===== config.mk =====
export PLATFORM = sky130hd
export DESIGN_NAME = lsu_bus_if
export DESIGN_NICKNAME = d
export VERILOG_FILES = /design/src/rtl/lsu_bus_if_pkg.sv /design/src/rtl/lsu_bus_if_load_align.sv /design/src/rtl/lsu_bus_if.sv
export SDC_FILE = /design/constraint.sdc
export NUM_CORES = 1
export LEC_CHECK = 0
export CAP_MARGIN = 20
export CORE_AREA = 2 2 115 117
export DETAILED_ROUTE_END_ITERATION = 6
export DIE_AREA = 0 0 117 119
export PLACE_DENSITY = 0.78
export SLEW_MARGIN = 5
export SYNTH_ARGS = -nofsm -noshare
export SYNTH_HDL_FRONTEND = slang
export SYNTH_SLANG_ARGS = --single-unit

===== constraint.sdc =====
create_clock -name i_clk -period 2 [get_ports i_clk]
set_input_delay 0.3 -clock i_clk [delete_from_list [all_inputs] [get_ports i_clk]]
set_output_delay 0.3 -clock i_clk [all_outputs]
set_load 0.02 [all_outputs]

===== src/rtl/lsu_bus_if_pkg.sv =====
// rtl/lsu_bus_if_pkg.sv - shared types, funct3 constants and helpers for the load/store bus interface
// Contents: lsu_state_t (FSM states), lsu_size_t (access size), type_opcode,
//           funct3 constants f3_*, size decode and alignment helpers.
package lsu_bus_if_pkg;

    typedef enum logic [1:0] {
        S_IDLE = 2'd0,
        S_REQ  = 2'd1,
        S_DONE = 2'd2
    } lsu_state_t;

    typedef enum logic [1:0] {
        SZ_B = 2'd0,
        SZ_H = 2'd1,
        SZ_W = 2'd2
    } lsu_size_t;

    typedef enum logic [6:0] {
        OP_LOAD  = 7'b0000011,
        OP_STORE = 7'b0100011
    } type_opcode;

    localparam logic [2:0] f3_b  = 3'b000;
    localparam logic [2:0] f3_h  = 3'b001;
    localparam logic [2:0] f3_w  = 3'b010;
    localparam logic [2:0] f3_bu = 3'b100;
    localparam logic [2:0] f3_hu = 3'b101;

    // funct3[1:0] = 11 is not a legal RV32 size; it is treated as a word.
    function automatic lsu_size_t size_of(input logic [1:0] f3_lo);
        case (f3_lo)
            2'b00:   size_of = SZ_B;
            2'b01:   size_of = SZ_H;
            default: size_of = SZ_W;
        endcase
    endfunction

    function automatic logic is_aligned(input lsu_size_t sz, input logic [1:0] a);
        case (sz)
            SZ_B:    is_aligned = 1'b1;
            SZ_H:    is_aligned = ~a[0];
            default: is_aligned = (a == 2'b00);
        endcase
    endfunction

endpackage


===== src/rtl/lsu_bus_if_load_align.sv =====
// rtl/lsu_bus_if_load_align.sv - selects the addressed byte/half lane of a read word and extends it
// Ports: i_bus_rdata (raw bus word), i_addr_lo (latched addr[1:0]), i_size (latched size),
//        i_unsigned (1 = zero-extend), o_data (extended 32-bit load result).
module lsu_load_align
    import lsu_bus_if_pkg::*;
(
    input  logic [31:0] i_bus_rdata,
    input  logic [1:0]  i_addr_lo,
    input  lsu_size_t   i_size,
    input  logic        i_unsigned,
    output logic [31:0] o_data
);

    logic [7:0]  w_byte;
    logic [15:0] w_half;

    always_comb begin
        w_byte = i_bus_rdata[7:0];
        case (i_addr_lo)
            2'b00:   w_byte = i_bus_rdata[7:0];
            2'b01:   w_byte = i_bus_rdata[15:8];
            2'b10:   w_byte = i_bus_rdata[23:16];
            default: w_byte = i_bus_rdata[31:24];
        endcase
        w_half = i_addr_lo[1] ? i_bus_rdata[31:16] : i_bus_rdata[15:0];

        case (i_size)
            SZ_B:    o_data = {{24{~i_unsigned & w_byte[7]}}, w_byte};
            SZ_H:    o_data = {{16{~i_unsigned & w_half[15]}}, w_half};
            default: o_data = i_bus_rdata;
        endcase
    end

endmodule


===== src/rtl/lsu_bus_if.sv =====
// rtl/lsu_bus_if.sv - load/store responder running one word-aligned req/ack bus transaction per access
// Ports: i_clk/i_rst_n (clock, async active-low reset); i_read_en/i_write_en/i_funct3/i_addr/i_wdata
//        (decoder command); o_rdata/o_done/o_stall/o_misalign/o_bus_err (pipeline side);
//        o_bus_req/o_bus_we/o_bus_addr/o_bus_be/o_bus_wdata, i_bus_ack/i_bus_rdata (memory bus).
module lsu_bus_if
    import lsu_bus_if_pkg::*;
#(
    parameter int TIMEOUT = 255
) (
    input  logic        i_clk,
    input  logic        i_rst_n,
    input  logic        i_read_en,
    input  logic        i_write_en,
    input  logic [2:0]  i_funct3,
    input  logic [31:0] i_addr,
    input  logic [31:0] i_wdata,
    output logic [31:0] o_rdata,
    output logic        o_done,
    output logic        o_stall,
    output logic        o_misalign,
    output logic        o_bus_err,
    output logic        o_bus_req,
    output logic        o_bus_we,
    output logic [31:0] o_bus_addr,
    output logic [3:0]  o_bus_be,
    output logic [31:0] o_bus_wdata,
    input  logic        i_bus_ack,
    input  logic [31:0] i_bus_rdata
);

    // Abort on the TIMEOUT-th ack-less cycle: counter holds the number of earlier misses.
    localparam logic [7:0] C_LAST = 8'(TIMEOUT - 1);

    lsu_state_t  r_state;
    logic [7:0]  r_cnt;
    logic [1:0]  r_addr_lo;
    lsu_size_t   r_size;
    logic        r_unsigned;
    logic [31:0] r_rdata;
    logic        r_done;
    logic        r_misalign;
    logic        r_bus_err;
    logic        r_bus_req;
    logic        r_bus_we;
    logic [31:0] r_bus_addr;
    logic [3:0]  r_bus_be;
    logic [31:0] r_bus_wdata;

    logic        w_req;
    lsu_size_t   w_size;
    logic        w_aligned;
    logic [3:0]  w_be;
    logic [31:0] w_wdata;
    logic [31:0] w_load_data;

    assign w_req     = i_read_en | i_write_en;
    assign w_size    = size_of(i_funct3[1:0]);
    assign w_aligned = is_aligned(w_size, i_addr[1:0]);

    always_comb begin
        case (w_size)
            SZ_B: begin
                w_be    = 4'b0001 << i_addr[1:0];
                w_wdata = {4{i_wdata[7:0]}};
            end
            SZ_H: begin
                w_be    = 4'b0011 << {i_addr[1], 1'b0};
                w_wdata = {2{i_wdata[15:0]}};
            end
            default: begin
                w_be    = 4'b1111;
                w_wdata = i_wdata;
            end
        endcase
    end

    lsu_load_align u_load_align (
        .i_bus_rdata (i_bus_rdata),
        .i_addr_lo   (r_addr_lo),
        .i_size      (r_size),
        .i_unsigned  (r_unsigned),
        .o_data      (w_load_data)
    );

    // Depends only on state and decoder inputs, never on i_bus_ack.
    assign o_stall = ((r_state == S_IDLE) && w_req && w_aligned) || (r_state == S_REQ);

    always_ff @(posedge i_clk or negedge i_rst_n) begin
        if (!i_rst_n) begin
            r_state     <= S_IDLE;
            r_cnt       <= '0;
            r_addr_lo   <= '0;
            r_size      <= SZ_B;
            r_unsigned  <= 1'b0;
            r_rdata     <= '0;
            r_done      <= 1'b0;
            r_misalign  <= 1'b0;
            r_bus_err   <= 1'b0;
            r_bus_req   <= 1'b0;
            r_bus_we    <= 1'b0;
            r_bus_addr  <= '0;
            r_bus_be    <= '0;
            r_bus_wdata <= '0;
        end else begin
            r_done     <= 1'b0;
            r_misalign <= 1'b0;
            r_bus_err  <= 1'b0;
            case (r_state)
                S_IDLE: begin
                    if (w_req) begin
                        if (w_aligned) begin
                            r_state     <= S_REQ;
                            r_cnt       <= '0;
                            r_addr_lo   <= i_addr[1:0];
                            r_size      <= w_size;
                            r_unsigned  <= ~i_write_en & i_funct3[2];
                            r_bus_req   <= 1'b1;
                            r_bus_we    <= i_write_en;
                            r_bus_addr  <= {i_addr[31:2], 2'b00};
                            r_bus_be    <= w_be;
                            r_bus_wdata <= w_wdata;
                        end else begin
                            r_misalign <= 1'b1;
                        end
                    end
                end
                S_REQ: begin
                    // Ack is tested first so it wins over a same-cycle timeout.
                    if (i_bus_ack) begin
                        r_state   <= S_DONE;
                        r_bus_req <= 1'b0;
                        r_done    <= 1'b1;
                        r_rdata   <= r_bus_we ? 32'h0 : w_load_data;
                    end else if (r_cnt == C_LAST) begin
                        r_state   <= S_IDLE;
                        r_bus_req <= 1'b0;
                        r_bus_err <= 1'b1;
                        r_rdata   <= '0;
                    end else begin
                        r_cnt <= r_cnt + 8'd1;
                    end
                end
                S_DONE:  r_state <= S_IDLE;
                default: r_state <= S_IDLE;
            endcase
        end
    end

    assign o_rdata     = r_rdata;
    assign o_done      = r_done;
    assign o_misalign  = r_misalign;
    assign o_bus_err   = r_bus_err;
    assign o_bus_req   = r_bus_req;
    assign o_bus_we    = r_bus_we;
    assign o_bus_addr  = r_bus_addr;
    assign o_bus_be    = r_bus_be;
    assign o_bus_wdata = r_bus_wdata;

endmodule


# Word-level counts from Yosys, hierarchy flattened

Index checks and enable logic that the tools add are counted.

Memory bits (writable): 0
Memories: 0
Bits in latches: 0
Output and inout port bits: 106
Flip-flop bits (word level): 118
Bits in read-only memories: 0
Word-level logic and storage cells: 85

Shift operators: 2
Div/mod/pow operators: 0
Multiplexer cells: 33
Bitwise operators: 7
Multiply operators: 0
$lt $le $gt $ge: 0
$add $sub $neg: 1
Equal/unequal tests: 12
Reduce and logical (&&, ||, !) cells: 16

Operators with widths:

| operator            | count |
|---|---|
| $pmux 32 s2         | 2 |
| $mux 32             | 3 |
| $mux 8              | 4 |
| $pmux 8 s3          | 1 |
| $mux 16             | 1 |
| $pmux 8 s2          | 1 |
| $logic_not 2->1     | 6 |
| $mux 1              | 12 |
| $eq 2x1->1 const B  | 5 |
| $add 8x1->8 const B | 1 |
| $eq 8x8->1 const B  | 1 |
| $mux 2              | 4 |
| $ne 2x2->1 const B  | 4 |
| $pmux 2 s2          | 2 |
| $pmux 4 s2          | 1 |
| $reduce_and 3->1    | 2 |
| $reduce_and 5->1    | 1 |
| $pmux 1 s2          | 2 |
| $reduce_and 4->1    | 1 |
| $reduce_bool 2->1   | 2 |
| $shl 1x2->4 const A | 1 |
| $shl 2x2->4 const A | 1 |
| $and 1x1->1         | 3 |
| $ne 3x2->1 const B  | 1 |
| other kinds (6)     | 9 |

# Longest topological paths before layout

Gate-level depths: netlist of run 1.

Word-level depth: 7
Mapped depth: 7

# Modules after synthesis

Synthesis of run 1 repeated with hierarchy kept, for this count alone.

Cells, all modules: 649
Area, all modules: 6013.3 µm²

By module, submodules not included:

| module         | area each (µm²) | times used | cells each |
|---|---|---|---|
| lsu_bus_if     | 5167.5          | 1          | 534 |
| lsu_load_align | 845.8           | 1          | 115 |

# Worst setup path before layout of run 1

Ideal clock, no wire load.

Path kind: register to output
From: register r_state[1]
To: output port o_stall
Setup slack: 0.098 ns
Data arrival time: 1.602 ns
Cell stages (with the launch flop): 6
Cell sequence: dfrtp_1 > or2_2 > a2111o_1 > buf_2 > clkbuf_1 > nand2_1

Word-level cells in the longest chain between the ends: 4

RTL lines:

| element                         | RTL line          | source |
|---|---|---|
| start: declaration              | lsu_bus_if.sv:34  | `lsu_state_t r_state;` |
| start signal: assignment        | lsu_bus_if.sv:90  | `r_state <= S_IDLE;` |
| start signal: assignment        | lsu_bus_if.sv:112 | `r_state <= S_REQ;` |
| start signal: assignment        | lsu_bus_if.sv:130 | `r_state <= S_DONE;` |
| $logic_not 2->1                 | lsu_bus_if.sv:86  | `assign o_stall = ((r_state == S_IDLE) && w_req && w_aligned) \|\| (r_state == S_REQ);` |
| $logic_and 1x1->1 (2 in series) | lsu_bus_if.sv:86  |  |
| $logic_or 1x1->1 (*)            | lsu_bus_if.sv:86  |  |
| end: declaration                | lsu_bus_if.sv:19  | `output logic o_stall,` |

Mark *: on every way between the ends. The rest lies on a longest branch, timed or not.

# Final worst setup path of run 1

Ends and elaborated chain as after synthesis.

==> impl_summary.txt, run 1 <==
----------------------------------------------------
[Run status]
  Result of the run ... finished with violations
  Failing checks ... negative setup slack

[Floorplanning]
  Die width ... 117 µm
  Std-Cell Rows ... 42
  Die outline area ... 13900 µm²
  Starting utilization of the core area ... 43.6%
  Area of the placeable core ... 12900 µm²
  Number of top-level design ports ... 210
  Y dimension of the die ... 119 µm

[Timing]
  Final setup violating endpoints ... 1
  Hold slack ... 225 ps
  Setup ws final ... -16.8 ps
  Final hold vios ... 0
  Worst-Margin Slew ... 726 ps
  Number of max-slew violations in the final report ... 0
  Unrepaired setup endpoints after global routing ... true
  Normalized max-slew margin ... 51.5%
  Worst-case clock skew ... 5.16 ps
  Upper clock frequency limit ... 0.496 GHz
  Final period utilization ... 101%
  Post-layout minimum cycle time ... 2020 ps
  Final-layout setup total negative slack ... -16.8 ps

[Setup path]
  Register-to-register setup slack ... 0 ps
  Maximum single-stage delay on the critical path ... 480 ps
  Critical-path cell list ... or2_4 > a2111o_2 > nand2_2 > buf_6
  Worst Path Buf+Inv ... 1
  Source of the worst register-to-register timing path ... r_state[1]
  Nature of the critical path startpoint ... flop
  R2r endpoint ... r_size[0]
  Biggest fanout along the worst timing path ... 2
  CP arrival ... 1720 ps
  CP max-delay cell ... sky130_fd_sc_hd__a2111o_2
  Critical Path End Type ... output pin
  Critical Path RT ... 1700 ps
  Type of the worst setup path ... flop to output pin
  Cell family contributing the most delay on the critical path ... compound AO/OA/AOI/OAI gates
  Register-to-Register Path Depth ... 5

[Placed design]
  Detailed placer's ending HPWL ... 12600 µm
  Placed Area ... 8030 µm²
  Number of cells after detailed placement ... 960
  Total of buffers placed on input and output ports ... 207
  Final weighted congestion in routability-driven placement ... 0.861

[Final layout]
  Post-layout instance area ... 8640 µm²
  Number of nets in the final layout ... 912
  Filler cells ... 987
  Proportion of layout cells with a drive suffix above 1 ... 12.0%
  Post-route insts no fill ... 992
  Count of antenna diodes in the layout ... 0
  Storage element area ... 2950 µm²
  Syn-to-layout area delta ... 54.1%
  Area occupied by multi-input gates ... 2410 µm²

[CTS]
  Clock Path Buffers ... 2
  TritonCTS clock tree ... yes
  Total number of H-tree levels ... 4
  Clock slew seen by the registers of the worst setup and hold paths ... 50 ps
  Inserted Clock Buffers ... 17
  Num Clock Sinks ... 118
  Clock Root Buffer ... sky130_fd_sc_hd__clkbuf_16
  Latest clock arrival within the worst-skew pair ... 410 ps

[Power]
  Worst supply voltage drop on vdd ... 0.000749 V
  Leak ... 0.00390 µW
  Power density normalized to cell area ... 1380 nW/µm²

[Detailed routing]
  Average vias per placed instance ... 5.38
  Antenna viol nets, final ... 0
  Wire length on met1 ... 6750 µm
  Routed vias ... 5341
  Number of design-rule violations left by the first detailed-router iteration ... 403
  Final Routed Wirelength ... 17300 µm
  Average detailed-routed wire length per instance ... 17.4 µm
  Met2 routed wirelength ... 8300 µm
  Number of design rule violations left after detail routing ... 0
  Uppermost layer routed ... met4
  Sum of met3 wire segment lengths after detailed routing ... 1760 µm
  Drt first pass iters ... 5

[GRT]
  Overall routing resource usage ... 25.5%
  Pin count of the biggest net entering global routing ... 91
  Number of antenna violations at the first check in global routing ... 0
  Remaining global-route overflow ... 0
  Vias in the first global route ... 5503
  Wire length of the first global-routing pass ... 27300 µm

[Worst hold path]
  Worst Hold Depth ... 3
  Worst min path class ... primary input to flop
  Hold Path Origin ... i_addr[0]
  Endpoint, Worst Hold ... r_addr_lo[0]

[Yosys]
  Xor and xnor area share after synthesis ... 0.624%
  Synth Area in Simple Gates ... 17.1%
  Number of enable-type register cells in the synthesized netlist ... 0
  Commonest register cell after synthesis ... sky130_fd_sc_hd__dfrtp_1
  Total of flip-flops plus latches after synthesis ... 118
  Synth area leader ... sky130_fd_sc_hd__dfrtp_1
  Post-synthesis adder-cell area fraction ... 0.446%
  Number of library cell types mapped by synthesis ... 58
  Fraction of registers with async set or reset after synthesis ... 100%
  Synth Area in Compound Gates ... 17.4%
  Area contributors post-synth ... sky130_fd_sc_hd__dfrtp_1 53%, sky130_fd_sc_hd__nand2_1 10%, sky130_fd_sc_hd__mux2i_1 4.3%
  Post-synth top area share ... 52.6%
  Netlist Area Pre-Place ... 5610 µm²
  Mean post-synth cell area ... 9.72 µm²
  Largest family of logic cells by synthesized area ... compound AO/OA/AOI/OAI gates
  Total of warnings raised by yosys ... 0
  Cells after Synth ... 577
  Seq/Total Area, Yosys ... 52.6%
  Share of cell area taken by muxes after synthesis ... 6.89%

[Flow run]
  Number of max-capacitance violations reported ... 0

----------------------------------------------------
-- registers in the layout, summed over array words and instances (netlist names) --
signal,flops
r_state,2
o_bus_we,1
o_rdata,32
o_bus_req,1
o_misalign,1
o_bus_addr,30
o_bus_err,1
r_size,2
r_addr_lo,2
r_cnt,8
o_bus_wdata,32
o_done,1
o_bus_be,4
r_unsigned,1
-- worst register-to-register path: cells and delay by family (launching register included) --
kind            cells  cell delay, ps
compound gates      2             680
simple gates        2             540
flops               1             380
buf+inv             1             290
-- final cells by class --
| cell class | count | share of cell area [%] |
|---|---|---|
| sequential | 118 | 34.2 |
| timing repair buffer | 250 | 28.5 |
| multi-input combinational | 407 | 27.9 |
| clock buffer | 26 | 5.89 |
| tap | 176 | 2.55 |
| inverter | 12 | 0.521 |
| clock inverter | 3 | 0.492 |
-- layer usage --
metal | vias to the layer above | GRT usage, %
li1 | 2466 | -
met1 | 2574 | 29.6
met2 | 263 | 41.1
met3 | 38 | 10.3
met4 | 0 | 11.3
met5 | - | 0
-- synth_stat cells, drive strengths merged, types with 4 or more instances --
cell type    n
or2          4
dfrtp      118
buf         18
o21ai       47
a22o        16
nand2      152
o211ai       7
a21oi       29
and2         4
nand2b       4
clkbuf      23
mux2        11
mux2i       24
inv         12
nor3b        7
nor2        33
a221o       16
nor2b        5
a311oi       6
-- how the worst max path moves through the flow --
stage	start	depth (start not counted)	slack, ps	end
2_1_floorplan	r_state[1]	5	100	o_stall
3_3_place_gp	i_addr[0]	5	-500	o_stall
3_5_place_dp	i_addr[0]	5	-530	o_stall
4_1_cts	r_state[1]	4	-90	o_stall
5_1_grt	r_state[1]	4	-60	o_stall
6_report	r_state[1]	4	-20	o_stall
-- placed cells by master, fill, tap and decap left out, types with 11 or more instances in the layout --
cell,netlist,layout
sky130_fd_sc_hd__nor2_1,31,30
sky130_fd_sc_hd__a22o_1,15,15
sky130_fd_sc_hd__mux2_2,11,11
sky130_fd_sc_hd__inv_1,12,12
sky130_fd_sc_hd__buf_4,2,37
sky130_fd_sc_hd__mux2i_1,24,24
sky130_fd_sc_hd__o21ai_0,42,42
sky130_fd_sc_hd__a21oi_1,29,29
sky130_fd_sc_hd__a221o_1,16,16
sky130_fd_sc_hd__clkbuf_16,0,17
sky130_fd_sc_hd__dfrtp_1,118,118
sky130_fd_sc_hd__nand2_1,151,150
sky130_fd_sc_hd__clkdlybuf4s50_1,0,204
-- power by group --
part,internal [µW],switching [µW]
sequential,3270,615
combinational,2520,2670
clock,1850,984
total,7640,4270
-- metrics by stage --
step	setup slack, ps	total power, µW	utilization (%)
after floorplan	97.7	6420	-
after CTS	-87.7	12000	66.9
final	-16.8	11900	67.1
after detailed placement	-531	9050	62.4
after global placement	-496	8910	62.4
after global routing	-61.0	12500	67.1
-- timing repair --
action                                  4_1_cts  5_1_grt
hold buffers                                  1        0
endpoints found under the hold margin        34        0
setup buffers                                 1        1
gates resized for setup                       7        6
pin swaps                                     1        3
cloned                                        0        0
endpoints found under the setup margin       18       19
-- cell families (layout without fill, tap and decap cells) --
| group | Yosys count | after routing |
|---|---|---|
| adder cells (fa/ha/maj) | 2 | 2 |
| multiplexers | 36 | 36 |
| flip-flops | 118 | 118 |
| AO/OA/AOI/OAI | 139 | 139 |
| XOR/XNOR | 4 | 4 |
| buffers and inverters | 53 | 291 |
| AND/OR/NAND/NOR | 224 | 224 |
| other | 1 | 2 |
Power figures use the tool's default switching activity.
==> inputs of run 2 (changes only) <==
--- a/config.mk
+++ b/config.mk
@@ -6,10 +6,10 @@
 export NUM_CORES = 1
 export LEC_CHECK = 0
 export CAP_MARGIN = 20
-export CORE_AREA = 2 2 115 117
+export CORE_AREA = 2 2 112 114
 export DETAILED_ROUTE_END_ITERATION = 6
-export DIE_AREA = 0 0 117 119
-export PLACE_DENSITY = 0.78
+export DIE_AREA = 0 0 114 116
+export PLACE_DENSITY = 0.82
 export SLEW_MARGIN = 5
 export SYNTH_ARGS = -nofsm -noshare
 export SYNTH_HDL_FRONTEND = slang
==> constraint.sdc (replaced) <==
create_clock -name i_clk -period 2.5 [get_ports i_clk]
set_input_delay 0.375 -clock i_clk [delete_from_list [all_inputs] [get_ports i_clk]]
set_output_delay 0.375 -clock i_clk [all_outputs]
set_load 0.02 [all_outputs]
==> run 2 against run 1 <==
  * The run now ends clean
  * Sequential power fell by 20%
  * Register-to-register slack improved by 270 ps
  * Final area fell by 1.6%
  * Sequential cell count unchanged
  * Via count down 1.8%
  * Critical path type unchanged
  * Largest power group unchanged
==> impl_summary.txt, run 2 (synthesis results as in run 1) <==
----------------------------------------------------
[Setup path]
  Type of the worst setup path ... flop to output pin
  CP arrival ... 2070 ps (+350 ps)
  Biggest fanout along the worst timing path ... 6 (+4)
  Critical Path End Type ... output pin
  Critical Path RT ... 2120 ps (+420 ps)
  Nature of the critical path startpoint ... flop

[Floorplanning]
  Starting utilization of the core area ... 47.1% (+3.5 points)
  Std-Cell Rows ... 40 (-4.8%)
  Die width ... 114 µm (-2.6%)
  Area of the placeable core ... 11900 µm² (-7.5%)
  Y dimension of the die ... 116 µm (-2.5%)
  Number of top-level design ports ... 210 (unchanged)
  Die outline area ... 13200 µm² (-5.0%)

[Timing]
  Upper clock frequency limit ... 0.409 GHz
  Normalized max-slew margin ... 35.7% (-16 points)
  Final setup violating endpoints ... 0 (-1)
  Final hold vios ... 0 (unchanged)
  Worst-Margin Slew ... 965 ps (+239 ps)
  Worst-case clock skew ... 9.92 ps (+4.76 ps)
  Post-layout minimum cycle time ... 2440 ps
  Unrepaired setup endpoints after global routing ... false
  Number of max-slew violations in the final report ... 0 (unchanged)
  Final period utilization ... 97.8%

[Power]
  Power density normalized to cell area ... 1150 nW/µm² (-17%)
  Leak ... 0.00383 µW (-1.7%)
  Worst supply voltage drop on vdd ... 0.000849 V (+13%)

[CTS]
  Clock Root Buffer ... sky130_fd_sc_hd__clkbuf_16
  Clock slew seen by the registers of the worst setup and hold paths ... 50 ps (about the same)
  TritonCTS clock tree ... yes
  Num Clock Sinks ... 118 (unchanged)
  Latest clock arrival within the worst-skew pair ... 430 ps (+20 ps)
  Clock Path Buffers ... 2 (unchanged)
  Inserted Clock Buffers ... 17 (unchanged)
  Total number of H-tree levels ... 4 (unchanged)

[Detailed routing]
  Drt first pass iters ... 5 (unchanged)
  Final Routed Wirelength ... 17400 µm (+0.64%)
  Antenna viol nets, final ... 0 (unchanged)
  Routed vias ... 5243 (-1.8%)
  Number of design-rule violations left by the first detailed-router iteration ... 434 (+7.7%)
  Average detailed-routed wire length per instance ... 18.3 µm (+5.2%)
  Number of design rule violations left after detail routing ... 0 (unchanged)
  Average vias per placed instance ... 5.52 (+2.6%)

[GRT]
  M2 GR Usage ... 45.4% (+4.2 points)
  Pin count of the biggest net entering global routing ... 91 (unchanged)
  Met1 track demand over resource ... 32.0% (+2.4 points)
  Most Crowded Layer GR ... met2
  Number of antenna violations at the first check in global routing ... 0 (unchanged)
  GR met3 Demand/Resource ... 9.99% (-0.34 points)
  Overall routing resource usage ... 27.0% (+1.6 points)
  Remaining global-route overflow ... 0 (unchanged)
  Vias in the first global route ... 5365 (-2.5%)
  Wire length of the first global-routing pass ... 27500 µm (+0.73%)

[Placed design]
  Final weighted congestion in routability-driven placement ... 0.845 (-2.0%)
  Total of buffers placed on input and output ports ... 207 (unchanged)
  Placed Area ... 7870 µm² (-2.1%)
  Detailed placer's ending HPWL ... 12500 µm (-1.4%)

[Final layout]
  Number of nets in the final layout ... 895 (-1.9%)
  Proportion of layout cells with a drive suffix above 1 ... 9.98% (-2.0 points)
  Syn-to-layout area delta ... 51.6%
  Count of antenna diodes in the layout ... 0 (unchanged)
  Filler cells ... 877 (-11%)
  Core occupancy in the finished layout ... 71.4% (+4.3 points)
  Post-layout instance area ... 8510 µm² (-1.6%)
  Most frequent standard cell in the layout excluding fill and tap cells ... sky130_fd_sc_hd__clkdlybuf4s50_1
  Most frequent cells in the layout ... 205 x sky130_fd_sc_hd__clkdlybuf4s50_1, 151 x sky130_fd_sc_hd__nand2_1, 118 x sky130_fd_sc_hd__dfrtp_1, 42 x sky130_fd_sc_hd__o21ai_0, 31 x sky130_fd_sc_hd__nor2_1

[Run status]
  Result of the run ... finished clean

[Flow run]
  Number of max-capacitance violations reported ... 0 (unchanged)

[Worst hold path]
  Worst min path class ... primary input to async pin

----------------------------------------------------
## run 2: through the flow
step	hold WS, ps	instances	total power, µW	TNS (ps)	setup slack, ps
4_1_cts	425	948	9800	0	67.6
3_3_place_gp	309	915	7040	-132	-118
2_1_floorplan	79.4	578	5140	0	484
6_report	417	949	9770	0	55.9
5_1_grt	447	949	10300	0	1.37
3_5_place_dp	312	915	7170	-163	-121
## run 2: path summary, 6_finish.rpt
path / cells past startpoint / slack, ps / from / endpoint
hold / removal: 2 / 420 / i_rst_n / o_rdata[16]
min in group i_clk: 3 / 470 / i_addr[23] / o_bus_addr[23]
max in group asynchronous: 3 / 1410 / i_rst_n / o_bus_addr[16]
setup reg to reg: 5 / 270 / r_state[1] / r_size[0]
setup / recovery: 4 / 60 / r_state[1] / o_stall
hold reg to reg: 2 / 480 / o_bus_wdata[2] / o_bus_wdata[2]
## run 2: worst max-delay path, cell delays in order, from the launching register on
cell,delay (ps)
sky130_fd_sc_hd__dfrtp_1,420
sky130_fd_sc_hd__or2_2,360
sky130_fd_sc_hd__a2111o_2,440
sky130_fd_sc_hd__nand2_1,70
sky130_fd_sc_hd__dlygate4sd2_1,350
## run 2: repair_timing
action,CTS,global route
gates resized for setup,1,0
setup buffers,0,0
endpoints found under the hold margin,24,0
endpoints found under the setup margin,1,0
hold buffers,1,0
## run 2: cell type report
class                   instances  area, µm²  area share (%)
flip-flops and latches        118       2950            34.7
multi-input cells             407       2400            28.2
repair buffers                233       2300            27.1
clock buffers                  23        478            5.62
well taps                     147        184            2.16
clock inverters                 9        148            1.74
inverters                      12       45.0           0.529
## run 2: where the power goes
| part | leakage [µW] | switching [µW] | internal, µW |
|---|---|---|---|
| Clock | 0.000307 | 858 | 1740 |
| Sequential | 0.00150 | 498 | 2620 |
| Combinational | 0.00203 | 2130 | 1940 |
| Total | 0.00383 | 3480 | 6290 |
## run 2: routing by layer
layer	wire length [µm]	share of wire [%]	vias up
met2	8600	49	257
met5	0	0	-
met3	1720	9.9	28
li1	-	-	2431
met4	337	1.9	0
met1	6750	39	2527
